## src/rtl/vga_sync_monitor.sv

```systemverilog
// vga_sync_monitor: samples VGA syncs/RGB on pixel enables, recovers pixel coordinates,
// checks line/frame lengths, tracks lock and keeps a saturating error count.
module vga_sync_monitor #(
  parameter int H_TOTAL  = 800,
  parameter int H_SYNC   = 96,
  parameter int H_BACK   = 48,
  parameter int H_ACTIVE = 640,
  parameter int V_TOTAL  = 525,
  parameter int V_SYNC   = 2,
  parameter int V_BACK   = 33,
  parameter int V_ACTIVE = 480,
  parameter int SYNC_POL = 0
) (
  input  logic       clk,
  input  logic       reset,
  input  logic       pix_en,
  input  logic       vga_h_sync,
  input  logic       vga_v_sync,
  input  logic [2:0] vga_rgb,
  output logic [9:0] rx_x,
  output logic [9:0] rx_y,
  output logic       rx_active,
  output logic [2:0] rx_rgb,
  output logic       frame_start,
  output logic       locked,
  output logic       h_err,
  output logic       v_err,
  output logic [7:0] err_count
);
  localparam logic [9:0] H_LAST  = 10'(H_TOTAL - 1);
  localparam logic [9:0] V_LAST  = 10'(V_TOTAL - 1);
  localparam logic [9:0] HS0     = 10'(H_SYNC + H_BACK);
  localparam logic [9:0] HS1     = 10'(H_SYNC + H_BACK + H_ACTIVE);
  localparam logic [9:0] VS0     = 10'(V_SYNC + V_BACK);
  localparam logic [9:0] VS1     = 10'(V_SYNC + V_BACK + V_ACTIVE);
  localparam logic [9:0] CNT_MAX = 10'd1023;

  typedef enum logic [1:0] {UNLOCK = 2'd0, ACQ = 2'd1, LOCK = 2'd2} state_t;

  state_t     state_q, state_d;
  logic       hs_prev_q, hs_prev_d, vs_prev_q, vs_prev_d;
  logic       vs_pend_q, vs_pend_d, h_arm_q, h_arm_d, v_arm_q, v_arm_d;
  logic [9:0] hcnt_q, hcnt_d, vcnt_q, vcnt_d;
  logic [9:0] rx_x_q, rx_x_d, rx_y_q, rx_y_d;
  logic [2:0] rx_rgb_q, rx_rgb_d;
  logic       rx_active_q, rx_active_d, locked_q, locked_d;
  logic       frame_start_q, h_err_q, v_err_q;
  logic [7:0] err_count_q, err_count_d;
  logic       hs_s, vs_s, hs_edge, vs_edge, pend_now, fs_now, herr_now, verr_now, win;

  always_comb begin
    hs_s     = (SYNC_POL != 0) ? vga_h_sync : !vga_h_sync;
    vs_s     = (SYNC_POL != 0) ? vga_v_sync : !vga_v_sync;
    hs_edge  = hs_s && !hs_prev_q;
    vs_edge  = vs_s && !vs_prev_q;
    // a vsync edge coinciding with an hsync edge is consumed by that same hsync edge
    pend_now = vs_pend_q || vs_edge;
    fs_now   = hs_edge && pend_now;
    herr_now = hs_edge && h_arm_q && (hcnt_q != H_LAST);
    verr_now = fs_now && v_arm_q && (vcnt_q != V_LAST);

    hs_prev_d = hs_s;
    vs_prev_d = vs_s;
    vs_pend_d = pend_now && !hs_edge;
    h_arm_d   = h_arm_q || hs_edge;
    v_arm_d   = v_arm_q || fs_now;

    hcnt_d = hs_edge ? 10'd0 : ((hcnt_q == CNT_MAX) ? hcnt_q : hcnt_q + 10'd1);
    vcnt_d = vcnt_q;
    if (fs_now) begin
      vcnt_d = 10'd0;
    end else if (hs_edge && (vcnt_q != CNT_MAX)) begin
      vcnt_d = vcnt_q + 10'd1;
    end

    state_d = state_q;
    case (state_q)
      UNLOCK:  if (fs_now) state_d = ACQ;
      ACQ:     if (fs_now) state_d = LOCK;
      default: state_d = LOCK;
    endcase
    // an error always wins and re-arms the first-edge suppression of both checks
    if (herr_now || verr_now) begin
      state_d = UNLOCK;
      h_arm_d = 1'b0;
      v_arm_d = 1'b0;
    end
    locked_d = (state_d == LOCK);

    err_count_d = err_count_q;
    if ((herr_now || verr_now) && (err_count_q != 8'hff)) begin
      err_count_d = err_count_q + 8'd1;
    end

    win = locked_d && (hcnt_d >= HS0) && (hcnt_d < HS1) && (vcnt_d >= VS0) && (vcnt_d < VS1);
    rx_active_d = win;
    rx_x_d      = win ? hcnt_d - HS0 : 10'd0;
    rx_y_d      = win ? vcnt_d - VS0 : 10'd0;
    rx_rgb_d    = win ? vga_rgb : 3'd0;
  end

  always_ff @(posedge clk or posedge reset) begin
    if (reset) begin
      state_q       <= UNLOCK;
      hs_prev_q     <= 1'b0;
      vs_prev_q     <= 1'b0;
      vs_pend_q     <= 1'b0;
      h_arm_q       <= 1'b0;
      v_arm_q       <= 1'b0;
      hcnt_q        <= 10'd0;
      vcnt_q        <= 10'd0;
      rx_x_q        <= 10'd0;
      rx_y_q        <= 10'd0;
      rx_rgb_q      <= 3'd0;
      rx_active_q   <= 1'b0;
      locked_q      <= 1'b0;
      frame_start_q <= 1'b0;
      h_err_q       <= 1'b0;
      v_err_q       <= 1'b0;
      err_count_q   <= 8'd0;
    end else if (pix_en) begin
      state_q       <= state_d;
      hs_prev_q     <= hs_prev_d;
      vs_prev_q     <= vs_prev_d;
      vs_pend_q     <= vs_pend_d;
      h_arm_q       <= h_arm_d;
      v_arm_q       <= v_arm_d;
      hcnt_q        <= hcnt_d;
      vcnt_q        <= vcnt_d;
      rx_x_q        <= rx_x_d;
      rx_y_q        <= rx_y_d;
      rx_rgb_q      <= rx_rgb_d;
      rx_active_q   <= rx_active_d;
      locked_q      <= locked_d;
      frame_start_q <= fs_now;
      h_err_q       <= herr_now;
      v_err_q       <= verr_now;
      err_count_q   <= err_count_d;
    end else begin
      frame_start_q <= 1'b0;
      h_err_q       <= 1'b0;
      v_err_q       <= 1'b0;
    end
  end

  assign rx_x        = rx_x_q;
  assign rx_y        = rx_y_q;
  assign rx_active   = rx_active_q;
  assign rx_rgb      = rx_rgb_q;
  assign frame_start = frame_start_q;
  assign locked      = locked_q;
  assign h_err       = h_err_q;
  assign v_err       = v_err_q;
  assign err_count   = err_count_q;
endmodule

```

## config.mk

```make
export PLATFORM = sky130hd
export DESIGN_NAME = vga_sync_monitor
export DESIGN_NICKNAME = d
export VERILOG_FILES = /design/src/rtl/vga_sync_monitor.sv
export SDC_FILE = /design/constraint.sdc
export NUM_CORES = 1
export LEC_CHECK = 0
export CORE_ASPECT_RATIO = 0.8
export CORE_MARGIN = 2
export CORE_UTILIZATION = 55
export DETAILED_ROUTE_END_ITERATION = 7
export GPL_ROUTABILITY_DRIVEN = 0
export HOLD_SLACK_MARGIN = 0.05
export PLACE_DENSITY = 0.79
export SLEW_MARGIN = 20
export SYNTH_ARGS = -nofsm -noshare
export SYNTH_HDL_FRONTEND = slang
export SYNTH_SLANG_ARGS = --single-unit
```

## constraint.sdc

```tcl
create_clock -name clk -period 3.6 [get_ports clk]
set_input_delay 0.54 -clock clk [delete_from_list [all_inputs] [get_ports clk]]
set_output_delay 0.54 -clock clk [all_outputs]
set_load 0.005 [all_outputs]
```

Yosys cells after proc, flatten, opt, wreduce, memory -nomap -nowiden
Cells that the tools add are included.
{"block": "op_classes", "n_addsub": 5, "mul": 0, "div": 0, "n_lt_le_gt_ge": 4, "n_eq_ne": 7, "shifts": 0, "muxes": 16, "bitwise": 0, "n_reduce_logical": 25}
{"cell": "$mux 10", "count": 6}
{"cell": "$ne 10x10->1 const B", "count": 3}
{"cell": "$add 10x1->10 const B", "count": 2}
{"cell": "$lt 10x10->1 const B", "count": 2}
{"cell": "$logic_and 1x1->1", "count": 14}
{"cell": "$eq 10x10->1 const B", "count": 1}
{"cell": "$ge 10x6->1 const B", "count": 1}
{"cell": "$ge 10x8->1 const B", "count": 1}
{"cell": "$sub 10x6->10 const B", "count": 1}
{"cell": "$sub 10x8->10 const B", "count": 1}
{"cell": "$add 8x1->8 const B", "count": 1}
{"cell": "$ne 8x8->1 const B", "count": 1}
{"cell": "$mux 2", "count": 3}
{"cell": "$logic_not 1->1", "count": 5}
{"cell": "$mux 1", "count": 5}
{"cell": "$logic_or 1x1->1", "count": 4}
{"cell": "$pmux 2 s2", "count": 1}
{"cell": "$mux 3", "count": 1}
{"cell": "$eq 2x1->1 const B", "count": 1}
{"cell": "$eq 2x2->1 const B", "count": 1}
{"cell": "$logic_not 2->1", "count": 1}
{"cell": "$reduce_and 2->1", "count": 1}
{"block": "word_totals", "ff_bits": 63, "latchBits": 0, "ramBits": 0, "mem_bits_ro": 0, "out_inout_bits": 36, "word_cells": 74, "mem_count": 0}

Depth between registers and ports, before layout
{"block": "logic_depth", "depth_word": 14, "depth_mapped": 12, "mapped_depth_nobuf": 10}

Worst setup path after synthesis
Ideal clock, no wire load.
{"block": "synth_path", "kind": "input port to flip-flop", "startpoint": "input port vga_h_sync", "endpoint": "register rx_rgb_q[2] (netlist: rx_rgb[2])", "arrival_ps": 2805, "required_ps": 3461, "path_slack_ps": 656, "stages": 11, "path_buffers": 2, "cell_sequence": "or2_2 > buf_6 > a31oi_1 > xnor2_1 > nor2_1 > ha_1 > o41ai_4 > a21oi_2 > o221ai_4 > buf_6 > o22ai_2"}
{"block": "synth_via", "elab_cells_between_ends": 26, "cone_classes": "order compare (4); eq/ne (1); mux (8); reduce/logical (13)"}
{"item": "from (decl)", "line": "17", "rtl": "input logic vga_h_sync,"}
{"item": "$logic_not 1->1 *", "line": "52", "rtl": "hs_s = (SYNC_POL != 0) ? vga_h_sync : !vga_h_sync;"}
{"item": "$logic_and 1x1->1 *", "line": "54", "rtl": "hs_edge = hs_s && !hs_prev_q;"}
{"item": "$logic_and 1x1->1", "line": "72", "rtl": "end else if (hs_edge && (vcnt_q != CNT_MAX)) begin"}
{"item": "$mux 10", "line": "72"}
{"item": "$mux 10 *", "line": "70", "rtl": "if (fs_now) begin"}
{"item": "net vcnt_d[0]", "line": "43", "rtl": "logic [9:0] hcnt_q, hcnt_d, vcnt_q, vcnt_d;"}
{"item": "$ge 10x6->1", "line": "95", "rtl": "win = locked_d && (hcnt_d >= HS0) && (hcnt_d < HS1) && (vcnt_d >= VS0) && (vcnt_d < VS1);"}
{"item": "$logic_and 1x1->1", "line": "95"}
{"item": "$logic_and 1x1->1 *", "line": "95"}
{"item": "$mux 3 *", "line": "99", "rtl": "rx_rgb_d = win ? vga_rgb : 3'd0;"}
{"item": "to (signal assigned)", "line": "132", "rtl": "rx_rgb_q <= rx_rgb_d;"}
{"item": "to (decl)", "line": "45", "rtl": "logic [2:0] rx_rgb_q, rx_rgb_d;"}
Mark *: on every way through the listed nets, which the timed path passes. The rest lies on a longest branch.
A chain may end at the register's enable or synchronous reset.

Worst setup path after layout
{"block": "layout_path", "startpoint": "register hcnt_q[0]", "endpoint": "register rx_x_q[0] (netlist: rx_x[0])"}
{"block": "layout_via", "elab_cells_between_ends": 17, "cone_classes": "add/sub (2); order compare (2); eq/ne (3); mux (4); reduce/logical (6)"}
{"item": "from (decl)", "line": "43"}
{"item": "from (signal assigned)", "line": "128", "rtl": "hcnt_q <= hcnt_d;"}
{"item": "$add 10x1->10 or $eq 10x10->1 (tied branches)", "line": "68", "rtl": "hcnt_d = hs_edge ? 10'd0 : ((hcnt_q == CNT_MAX) ? hcnt_q : hcnt_q + 10'd1);"}
{"item": "$mux 10 * (2 in a row)", "line": "68"}
{"item": "net hcnt_d[4]", "line": "43"}
{"item": "$ge 10x8->1", "line": "95"}
{"item": "$logic_and 1x1->1", "line": "95"}
{"item": "$logic_and 1x1->1 * (3 in a row)", "line": "95"}
{"item": "$mux 10 *", "line": "97", "rtl": "rx_x_d = win ? hcnt_d - HS0 : 10'd0;"}
{"item": "to (signal assigned)", "line": "130", "rtl": "rx_x_q <= rx_x_d;"}
{"item": "to (decl)", "line": "44", "rtl": "logic [9:0] rx_x_q, rx_x_d, rx_y_q, rx_y_d;"}
Marks and branches as above.

==> summary by stage <==
Run status
The flow ran to the end, and the final reports show no timing, DRC or antenna violations.

Yosys
The XOR/XNOR share of the synthesized area is 4.723%. Summing the areas of all and, or, nand and nor instances in the mapped netlist gives 15.59% of the synthesized area. The combined area of all synthesized cells is 0.003709 mm^2. Of all flip-flops after synthesis, the portion carrying an async set or reset was 100.0%.

The number of instances in the synthesized netlist is 373. Summing the areas of all compound-gate instances in the mapped netlist gives 21.02% of the synthesized area. The distinct cell type count after synthesis is 67. Sequential cells were found to cover 42.51% of the synthesized design area.

The synthesized netlist devotes between 2 and 2.5% of its cell area to adder and majority cells. The mean instance size in the synthesized netlist is a little under 10 um^2. The yosys synthesis warning count is 0. The net count after synthesis is about 390. The prevailing post-synth register cell is sky130_fd_sc_hd__dfrtp_1.

The most frequently used cell type in the post-synthesis netlist is sky130_fd_sc_hd__dfrtp_1. After synthesis, the largest family of logic cells by area is compound AO/OA/AOI/OAI gates. In this run, synthesis produced a sequential element count of 63. The portion of netlist area occupied by mux cells is 5.938%. By area the synthesized netlist is led by sky130_fd_sc_hd__dfrtp_1, sky130_fd_sc_hd__inv_1, sky130_fd_sc_hd__mux2_2. The fraction of synthesized cell area taken by the top area cell type is 42.51%. sky130_fd_sc_hd__dfrtp_1 takes more of the synthesized area than any other cell. In this run, synthesis inferred 0 flip-flops with an integrated enable. Counting instances in the post-synthesis netlist gives the leading cell types as sky130_fd_sc_hd__dfrtp_1, sky130_fd_sc_hd__inv_1, sky130_fd_sc_hd__nor2_1.

Layout
The layout-stage area growth over the synthesis result is 18.18%. The number of diodes added for antenna fixing is 0. Once layout is done, the placed cells without fillers occupy 0.004383 mm^2. The layout has approximately 510 filler cells. Of the cells placed in the final design, the portion with a size suffix greater than 1 is 17.26%. In the final design database the tool counted 433 nets. The combined flip-flop and latch cell area is 0.001577 mm^2. The area of combinational cells with multiple inputs is 0.001848 mm^2. The end-of-flow core utilization is 68.05%. Once layout is complete, the cells apart from fillers number 507.

Floorplanning
The placeable core region is 0.006441 mm^2. The total die area is 0.007420 mm^2. The floorplan has 26 rows. The die is roughly 96 um wide. For this configuration, the core starts out at a cell density of between 50% and 60%. The floorplan die height is 77.45 um. 44 I/O pins were placed.

Setup path
Setup slack on the worst reg-to-reg path comes out at between 0.3 and 0.4 ns. The worst stage delay on the critical path is 0.56 ns. The critical setup path kind is flip-flop to flip-flop.

The maximum fanout count along the critical path is 8. The worst setup path is launched from a flip-flop. The arrival time of the worst setup path is between 3 and 4 ns. The endpoint of the worst setup timing path is rx_x[0]. The signal on the critical path passes through ha_1 -> nand4_2 -> or3_1 -> a211oi_4 -> ha_1 -> nand2_1 -> nor4b_2 -> o221ai_4 -> o32ai_1. The most numerous cell on the critical path is sky130_fd_sc_hd__ha_1. For the worst setup path, the data required time is 3.84 ns. The startpoint identified for the worst register-to-register timing path is hcnt_q[0]. The worst register-to-register path ends at rx_x[0]. For the worst flop-to-flop path, the logic depth is 9.

The slowest stage cell on the critical path is sky130_fd_sc_hd__or3_1. The worst setup path is captured at a flip-flop. The most critical setup path has its startpoint at hcnt_q[0].

Timing
The setup TNS is 0 ns. The clock period minus worst slack is approximately 3.3 ns. The relative max-transition margin is 38.67%. The final-report hold violation count was 0.

Across all setup checks in the final design, the least slack found is 0.3162 ns. The highest clock rate is 0.3045 GHz. Setup repair after global routing left no endpoint under its margin. On the final layout, the worst clock skew is 0.01490 ns. For the pin with the worst max-slew slack, the measured transition is 0.9056 ns. The final setup violation count is 0. The tightest hold path in the finished design has a slack of between 0.4 and 0.5 ns. The max-slew violation total from the final report is 0. The part of the cycle the worst path needs is 91.22%.

Global routing
The via count of the first global-routing pass is 2944. The first global-routing pass estimated 14.25 mm of wire. The total routing usage reported by global routing is 24.90%.

The number of antenna violations at the first check in global routing was 0. The leftover overflow at the end of global routing is 0. The largest net degree at the start of global routing is 44.

Place
The total placed cells including tap cells is between 400 and 500. The post-placement setup slack is 0.1297 ns. The wire-length estimate of the detail-placed layout is 6.089 mm. The count of buffers inserted at the top-level ports is 43. The post-placement cell area is 0.004212 mm^2.

Detailed routing
The detailed router used layers up to and including met4. The detail-routed net length per standard cell is 16.27 um. The count of unresolved DRC violations after routing is 0. Wires add up to 8.251 mm. The met3 wirelength from detailed routing is 372 um. The first detailed-routing pass took 4 iterations.

The number of design-rule violations left by the first detailed-router iteration is ~150. The routed layout has around 3000 vias. The count of nets left with antenna violations once routing finished came out at 0.

The routed design uses 3.995 mm of met2 wire. The wire length the detailed router placed on met1 is between 3 and 4 mm. Using the TritonRoute via totals, the vias-per-cell ratio works out to between 5 and 6.

Clock network
Once the clock tree was built, the setup fixing pass inserted 0 buffers. The clock tree synthesis step divided the H-tree into 3 levels. The clock passes through at most 2 buffers. The number of hold-repair buffers added at the cts stage is 0. Counting every sink on the clock net gives 63.

The number of clock buffers added by TritonCTS is 9. TritonCTS built the clock tree. The clock reaches the later pin of the worst-skew pair after 0.35 ns. The cell sitting at the root of the clock tree is a sky130_fd_sc_hd__clkbuf_8. Clock-pin slew was measured on the worst setup and hold paths at 0.08 ns.

Flow run
The number of max-capacitance violations reported is 0.

Power and ir drop
The leakage power is 1.873 nW. The share of total power dissipated in sequential elements is 47.3%. The part of the total power dissipated in combinational logic is 25.4%. The cell internal power dissipation is 1.274 mW.

The clock group share of total power is 27.3%. The switching part of the total is roughly a third. The largest voltage drop on the vdd net is 0.0003500 V. Summing internal, switching and leakage power gives 1.928 mW. For this design the ratio of total power to cell area is 440.0 mW/mm^2. In this run the power spent charging and discharging nets is 653.9 uW.

Worst hold path
The class of the most critical hold timing path is primary input to async pin.
metal layers:
metal  global-route usage (%)  vias up
met5                        0        -
met4                    9.571        0
met3                    6.214       19
met2                    38.81       73
met1                    33.42     1486
li1                         -     1439
state kept, by name, indices dropped and copies added (netlist names):
| signal | flops |
|---|---|
| rx_rgb | 3 |
| vs_prev_q | 1 |
| rx_y | 10 |
| hcnt_q | 10 |
| frame_start | 1 |
| locked | 1 |
| state_q | 2 |
| hs_prev_q | 1 |
| err_count | 8 |
| h_err | 1 |
| v_arm_q | 1 |
| rx_x | 10 |
| vs_pend_q | 1 |
| rx_active | 1 |
| h_arm_q | 1 |
| v_err | 1 |
| vcnt_q | 10 |
worst max-delay path: cells and delay by family (launching register included):
| kind | cells | cell delay [ns] |
|---|---|---|
| flops | 1 | 0.46 |
| compound gates | 3 | 0.97 |
| fa+ha+maj | 2 | 0.47 |
| simple gates | 4 | 1.28 |
cell type report:
cell class / instances / share of cell area, %
clock buffer: 9 / 2.826
timing repair buffer: 55 / 12.05
clock inverter: 7 / 0.9135
sequential: 63 / 35.97
inverter: 43 / 3.683
multi-input combinational: 246 / 42.16
tap: 84 / 2.398
cell usage in the layout (no fill, tap or decap), drive strengths merged, types with 4 or more instances in the layout:
| cell type | count |
|---|---|
| dfrtp | 63 |
| inv | 43 |
| and4 | 5 |
| and2 | 4 |
| o21ai | 17 |
| nand3 | 13 |
| a211oi | 6 |
| ha | 7 |
| or3 | 4 |
| mux2i | 7 |
| and3 | 4 |
| nand2 | 17 |
| o32ai | 4 |
| nand4 | 6 |
| clkinv | 5 |
| nor3 | 10 |
| buf | 13 |
| mux2 | 13 |
| nor4 | 6 |
| o22ai | 21 |
| xor2 | 8 |
| a31oi | 8 |
| a21oi | 16 |
| nor2 | 22 |
| clkbuf | 9 |
| xnor2 | 12 |
| clkdlybuf4s50 | 42 |
worst min-delay path by stage:
stage                   end  cells past startpoint
6_report          rx_rgb[0]                      2
5_1_grt        err_count[7]                      1
4_1_cts             rx_y[1]                      2
3_5_place_dp        rx_x[3]                      2
3_3_place_gp     state_q[1]                      2
2_1_floorplan       h_arm_q                      2
power groups by stage:
stage / registers, mW / logic (mW) / clock network (mW)
2_1_floorplan: 0.886 / 0.348 / 0
3_3_place_gp: 0.914 / 0.474 / 0
3_5_place_dp: 0.925 / 0.486 / 0
4_1_cts: 0.911 / 0.490 / 0.537
5_1_grt: 0.930 / 0.548 / 0.568
6_report: 0.913 / 0.489 / 0.526
cells by family after synthesis:
kind of cell / after synthesis
adders and majority gates: 7
muxes: 20
xor gates and xnor gates: 20
AOI/OAI and AO/OA: 96
buffers and inverters: 64
and+or+nand+nor: 103
DFF: 63
what timing repair did:
item	4_1_cts	5_1_grt
endpoints found under the setup margin	0	1
gates resized for setup	0	1
endpoints found under the hold margin	0	0
(Power assumes the default switching activity.)
